**src/rtl/jno_sequencer_pkg.sv**
```systemverilog
// Shared definitions for the jno_sequencer instruction sequencer.
// Holds the 2-bit opcode encoding and the FSM state encoding.
// No logic here; imported by the sequencer and its bench.
package jno_sequencer_pkg;

  localparam logic [1:0] OP_INC = 2'b00;
  localparam logic [1:0] OP_JNO = 2'b01;
  localparam logic [1:0] OP_HLT = 2'b10;
  localparam logic [1:0] OP_NOP = 2'b11;

  typedef enum logic [2:0] {
    ST_IDLE  = 3'd0,
    ST_FETCH = 3'd1,
    ST_EXEC  = 3'd2,
    ST_OPER  = 3'd3,
    ST_HALT  = 3'd4
  } state_t;

endpackage

```
**src/rtl/jno_sequencer.sv**
```systemverilog
// Purpose: fetch/decode/execute sequencer for the INC / JNO / HLT / NOP program memory.
// Latency: INC, NOP and HLT take 2 cycles, JNO takes 3; busy rises on the edge after start.
// Backpressure: none; the memory reads combinationally and start is ignored while busy.
//
// Ports:
//   clk, rst_n      - clock, synchronous active-low reset
//   start           - begin a run at address 0 (only honoured in IDLE or HALT)
//   imem_addr       - program memory address (the PC register)
//   imem_data       - program memory word for imem_addr, same cycle
//   busy / halted   - registered status flags
//   acc / ovf       - accumulator and overflow flag
module jno_sequencer
  import jno_sequencer_pkg::*;
#(
  parameter int AW   = 2,
  parameter int DW   = 2,
  parameter int ACCW = 2
) (
  input  logic            clk,
  input  logic            rst_n,
  input  logic            start,
  output logic [AW-1:0]   imem_addr,
  input  logic [DW-1:0]   imem_data,
  output logic            busy,
  output logic            halted,
  output logic [ACCW-1:0] acc,
  output logic            ovf
);

  state_t          state_q, state_d;
  logic [AW-1:0]   pc_q, pc_d;
  logic [1:0]      ir_q, ir_d;
  logic [ACCW-1:0] acc_q, acc_d;
  logic            ovf_q, ovf_d;
  logic            busy_q, busy_d;
  logic            halted_q, halted_d;

  // One extra bit so the carry-out of the increment lands in the MSB.
  logic [ACCW:0]   acc_inc;
  logic [AW-1:0]   pc_inc;

  always_comb begin
    state_d  = state_q;
    pc_d     = pc_q;
    ir_d     = ir_q;
    acc_d    = acc_q;
    ovf_d    = ovf_q;
    acc_inc  = {1'b0, acc_q} + {{ACCW{1'b0}}, 1'b1};
    pc_inc   = pc_q + {{(AW-1){1'b0}}, 1'b1};

    case (state_q)
      ST_IDLE, ST_HALT: begin
        if (start) begin
          state_d = ST_FETCH;
          pc_d    = '0;
          acc_d   = '0;
          ovf_d   = 1'b0;
        end
      end
      ST_FETCH: begin
        ir_d    = imem_data[1:0];
        state_d = ST_EXEC;
      end
      ST_EXEC: begin
        case (ir_q)
          OP_INC: begin
            acc_d   = acc_inc[ACCW-1:0];
            ovf_d   = acc_inc[ACCW];
            pc_d    = pc_inc;
            state_d = ST_FETCH;
          end
          OP_JNO: begin
            // Step onto the operand word; it is sampled in OPER.
            pc_d    = pc_inc;
            state_d = ST_OPER;
          end
          OP_HLT: begin
            state_d = ST_HALT;
          end
          default: begin
            pc_d    = pc_inc;
            state_d = ST_FETCH;
          end
        endcase
      end
      ST_OPER: begin
        pc_d    = ovf_q ? pc_inc : imem_data[AW-1:0];
        state_d = ST_FETCH;
      end
      default: state_d = ST_IDLE;
    endcase

    // Status flags are registered from the next state so they stay glitch-free.
    busy_d   = (state_d == ST_FETCH) || (state_d == ST_EXEC) || (state_d == ST_OPER);
    halted_d = (state_d == ST_HALT);
  end

  always_ff @(posedge clk) begin
    if (!rst_n) begin
      state_q  <= ST_IDLE;
      pc_q     <= '0;
      ir_q     <= OP_INC;
      acc_q    <= '0;
      ovf_q    <= 1'b0;
      busy_q   <= 1'b0;
      halted_q <= 1'b0;
    end else begin
      state_q  <= state_d;
      pc_q     <= pc_d;
      ir_q     <= ir_d;
      acc_q    <= acc_d;
      ovf_q    <= ovf_d;
      busy_q   <= busy_d;
      halted_q <= halted_d;
    end
  end

  assign imem_addr = pc_q;
  assign busy      = busy_q;
  assign halted    = halted_q;
  assign acc       = acc_q;
  assign ovf       = ovf_q;

endmodule

```
**config.mk**
```make
export PLATFORM = sky130hd
export DESIGN_NAME = jno_sequencer
export DESIGN_NICKNAME = d
export VERILOG_FILES = /design/src/rtl/jno_sequencer_pkg.sv /design/src/rtl/jno_sequencer.sv
export SDC_FILE = /design/constraint.sdc
export NUM_CORES = 1
export LEC_CHECK = 0
export ABC_CLOCK_PERIOD_IN_PS = 1330
export CORE_AREA = 3 3 40 42
export DETAILED_ROUTE_END_ITERATION = 16
export DIE_AREA = 0 0 43 45
export HOLD_SLACK_MARGIN = 0.03
export MAX_ROUTING_LAYER = met4
export PLACE_DENSITY = 0.66
export RECOVER_POWER = 50
export SKIP_LAST_GASP = 1
export SLEW_MARGIN = 20
export SYNTH_ARGS = -nofsm -noshare
export SYNTH_HDL_FRONTEND = slang
export SYNTH_SLANG_ARGS = --single-unit
```
**constraint.sdc**
```tcl
create_clock -name clk -period 1.33 [get_ports clk]
set_input_delay 0.3325 -clock clk [delete_from_list [all_inputs] [get_ports clk]]
set_output_delay 0.3325 -clock clk [all_outputs]
set_load 0.02 [all_outputs]
```
Word level (Yosys, flattened, before mapping)
Index checks and enable logic that the tools add are counted.
{"block": "op_classes", "add_sub_neg": 2, "eq_ne": 13, "mux": 12, "n_reduce_logical": 9}
{"operator": "$eq A3 B2 Y1 const B", "n": 4}
{"operator": "$pmux W3 S4", "n": 1}
{"operator": "$mux W2", "n": 4}
{"operator": "$eq A3 B1 Y1 const B", "n": 2}
{"operator": "$eq A3 B3 Y1 const B", "n": 2}
{"operator": "$pmux W2 S3", "n": 1}
{"operator": "$pmux W3 S2", "n": 1}
{"operator": "$reduce_and A3 Y1", "n": 2}
{"operator": "$ne A2 B2 Y1 const B", "n": 2}
{"operator": "$pmux W2 S2", "n": 1}
{"operator": "$add A2 B1 Y3 const B", "n": 1}
{"operator": "$logic_not A3 Y1", "n": 1}
{"operator": "$mux W3", "n": 1}
{"operator": "$reduce_bool A3 Y1", "n": 1}
{"operator": "$add A2 B1 Y2 const B", "n": 1}
{"operator": "$eq A2 B1 Y1 const B", "n": 1}
{"operator": "$eq A2 B2 Y1 const B", "n": 1}
{"operator": "$logic_not A2 Y1", "n": 1}
{"operator": "$logic_or A1 B1 Y1", "n": 2}
{"operator": "$mux W1", "n": 2}
{"operator": "$ne A2 B1 Y1 const B", "n": 1}
{"operator": "$pmux W1 S2", "n": 1}
{"operator": "$reduce_bool A2 Y1", "n": 1}
{"operator": "$reduce_or A2 Y1", "n": 1}
{"block": "totals", "regBits": 12, "input_bits": 5, "output_inout_bits": 7, "word_cells": 43}

Longest topological paths before layout
{"block": "logic_depth", "depth_word": 6, "ltp_mapped": 5}

Least setup slack after synthesis
No wires, ideal clock.
{"block": "synth_path", "path_kind": "register -> register", "startpoint": "reg ir_q[1]", "endpoint": "reg acc_q[0] (netlist: acc[0])", "setup_ps": 121, "arrival_ps": 1039, "t_required_ps": 1209, "path_slack_ps": 170, "path_stages_with_launch": 5, "n_path_buf": 0, "period_less_slack_ps": 1160, "path_cell_list": "dfxtp_1 nor3_1 mux2i_1 o21a_1 mux2_2"}
{"block": "synth_via", "elab_chain_len": 3}
{"element": "start, declared", "line_no": "jno_sequencer.sv:32", "source": "logic [1:0] ir_q, ir_d;"}
{"element": "start signal, assigned", "line_no": "jno_sequencer.sv:110", "source": "ir_q <= ir_d;"}
{"element": "$logic_not A2 Y1", "line_no": "jno_sequencer.sv:65", "source": "case (ir_q)"}
{"element": "$ne A2 B1 Y1 (no source line)"}
{"element": "$reduce_and A3 Y1 (no source line)"}
{"element": "end signal, assigned", "line_no": "jno_sequencer.sv:103", "source": "acc_q <= '0;"}
{"element": "end signal, assigned", "line_no": "jno_sequencer.sv:111", "source": "acc_q <= acc_d;"}
{"element": "end, declared", "line_no": "jno_sequencer.sv:33", "source": "logic [ACCW-1:0] acc_q, acc_d;"}
Every way passes these cells.
A chain may end at the register's enable or synchronous reset.

Worst setup path after layout
{"block": "layout_path", "startpoint": "reg ovf_q (netlist: ovf)", "endpoint": "out ovf"}
{"element": "start, declared", "line_no": "jno_sequencer.sv:34", "source": "logic ovf_q, ovf_d;"}
{"element": "start signal, assigned", "line_no": "jno_sequencer.sv:112", "source": "ovf_q <= ovf_d;"}
{"element": "end, declared", "line_no": "jno_sequencer.sv:27", "source": "output logic ovf"}
No word-level cell between the ends.

==> impl_metrics.tcl <==
set metrics [dict create \
    cts_buffers 3 \
    dieWidth_microns 43 \
    pin_count 12 \
    multi_input_area_sq_um 322 \
    post-place-ws_ns -0.235 \
    p_per_area_mw_per_mm2 965 \
    slew_headroom_pct 82.4 \
    cp_max_fo 2 \
    max_stage_delay_ns 0.33 \
    grt_pass1_vias 444 \
    cts_tree "done" \
    worstSetupPathType "flop to output port" \
    p_leak_nw 0.346 \
    drt_iter0_markers 3 \
    slew_viol_final 0 \
    place_congestion 0.763 \
    cts.sinks 12 \
    tightest_slew_ns 0.264 \
    clk_pin_slew_worst_paths_ns 0.07 \
    regArea_sq_um 241 \
    final_common_cell "dfxtp_1" \
    grt_antenna_before_repair 0 \
    synthDominantCellAreaShare_pct 42.4 \
    synth_largest_area_cell "dfxtp_1" \
    cts_setup_buffers 0 \
    vias 498 \
    fillers 115 \
    grt_overflow 0 \
    cp.buffers_inverters 1 \
    cts_max_path_buffers 2 \
    drive_gt1_share_pct 20.7 \
    ys.flop_type "dfxtp_1" \
    diodes 0 \
    syn_to_final_growth_pct 36.9 \
    fin_nets 90 \
    port_buffers 11 \
    fin_area_sq_um 776 \
    layout_common_cells "dfxtp_1, buf_4, nor2_1, dlygate4sd2_1, mux2i_1" \
    ys_top_cells_by_area "dfxtp_1, mux2i_1, nor2_1" \
    yosysWarnings 0 \
    critPathLaunchType "flop" \
    setup_viol 0 \
    status "completed" \
    crit_path_end_kind "output port" \
    rsz0062_at_grt "true" \
    period_share_pct 95.1 \
    die_area_sq_mm 0.00194 \
    irDropWorstVdd_uv 543 \
    placed_cell_area_sq_um 761 \
    wl_mm 1.20 \
    syn_area_sq_um 567 \
    htree_levels 1 \
    final_hold_viol_count 0 \
    root_buffer "clkbuf_4" \
    synth.distinct_cells 22 \
    ant_nets 0 \
    drc 0 \
    syn_avg_cell_area_sq_um 9.45 \
    crit_slowest_cell "dfxtp_1" \
    track_usage_pct 14.5 \
    firstDrtPassIters 4 \
    period_needed_ns 1.26 \
    die_h_microns 45 \
    grt_pass1_wl_mm 1.99 \
    wl_per_cell_microns 12.4 \
    worst_slack_ns 0.0651 \
    yosysSeqAreaShare_pct 42.4 \
    viasPerCell 5.13 \
    max_freq_mhz 791 \
    synth_edf_count 0 \
    hold_path_class "flop to flop" \
    worstPathRequired_ns 1.00 \
    worstPathArrival_ns 0.93 \
    maxCapViolCount 0 \
    coreArea_sq_mm 0.00128 \
    hpwl_microns 878 \
    synthCells 60 \
    insertion_delay_ns 0.26 \
    crit_chain "dlygate4sd2_1" \
    start_util_pct 44.1 \
    critical_path.top_delay_family "flip-flops" \
    ys_async_sr_fraction_pct 0 \
    synth.ff_latch_count 12 \
    finalPower_uw 749 \
    grt_max_degree 11 \
    syn-num-nets 66 \
    skew_ns 0.00112 \
    rows 13 \
]
timing repair:
action	4_1_cts	5_1_grt
cloned	0	0
endpoints found under the setup margin	7	4
hold buffers	0	0
gates resized for setup	7	4
routing by layer:
metal,part of all wire (%),GRT usage [%],vias up
li1,-,-,256
met1,50,19.0,225
met2,43,19.5,13
met3,4.5,3.19,4
met4,2.4,10.8,0
met5,0,-,-
report_power, final:
| group | internal [mW] | switching, mW | total, mW |
|---|---|---|---|
| Combinational | 0.0742 | 0.0655 | 0.140 |
| Sequential | 0.375 | 0.0155 | 0.390 |
| Clock | 0.105 | 0.114 | 0.219 |
| Total | 0.553 | 0.195 | 0.749 |
sequential cells by signal, indices dropped and copies added (netlist names):
signal / flops
acc: 2
busy: 1
ovf: 1
imem_addr: 2
state_q: 3
halted: 1
ir_q: 2
stage by stage:
step	hold WS [ns]	utilization (%)	TNS, ns	cells
2_1_floorplan	0.472	-	0	60
3_3_place_gp	0.500	59.2	-0.965	94
3_5_place_dp	0.493	59.2	-1.01	94
4_1_cts	0.517	60.3	0	97
5_1_grt	0.570	60.4	-0.00131	97
6_report	0.522	60.4	0	97
final timing paths:
| path | from | end | slack [ns] | cells past startpoint |
|---|---|---|---|---|
| setup / recovery | ovf | ovf | 0.07 | 1 |
| hold / removal | acc[1] | acc[1] | 0.52 | 1 |
| setup reg to reg | ovf | imem_addr[1] | 0.11 | 5 |
| hold reg to reg | acc[1] | acc[1] | 0.52 | 1 |
synth_stat cells (all sizes together), types with 2 or more instances:
cell	count
a21oi	3
a22o	2
and2b	2
buf	2
dfxtp	12
mux2i	5
nand2	4
nand2b	4
nor2	7
nor2b	4
nor3	2
nor3b	2
o21a	2
layout make-up:
type	instances	share of cell area, %
Multi-Input combinational cell	46	41.5
Clock buffer	3	2.90
Tap cell	15	2.42
Timing Repair Buffer	21	22.1
Sequential cell	12	31.1
cells by family after synthesis:
group                      synth area share [%]
DFF                                        42.4
AOI/OAI and AO/OA                          14.3
buffers and inverters                      1.77
and+or+nand+nor                            28.5
muxes                                      10.8
adders and majority gates                  2.21
(Power assumes the default switching activity.)
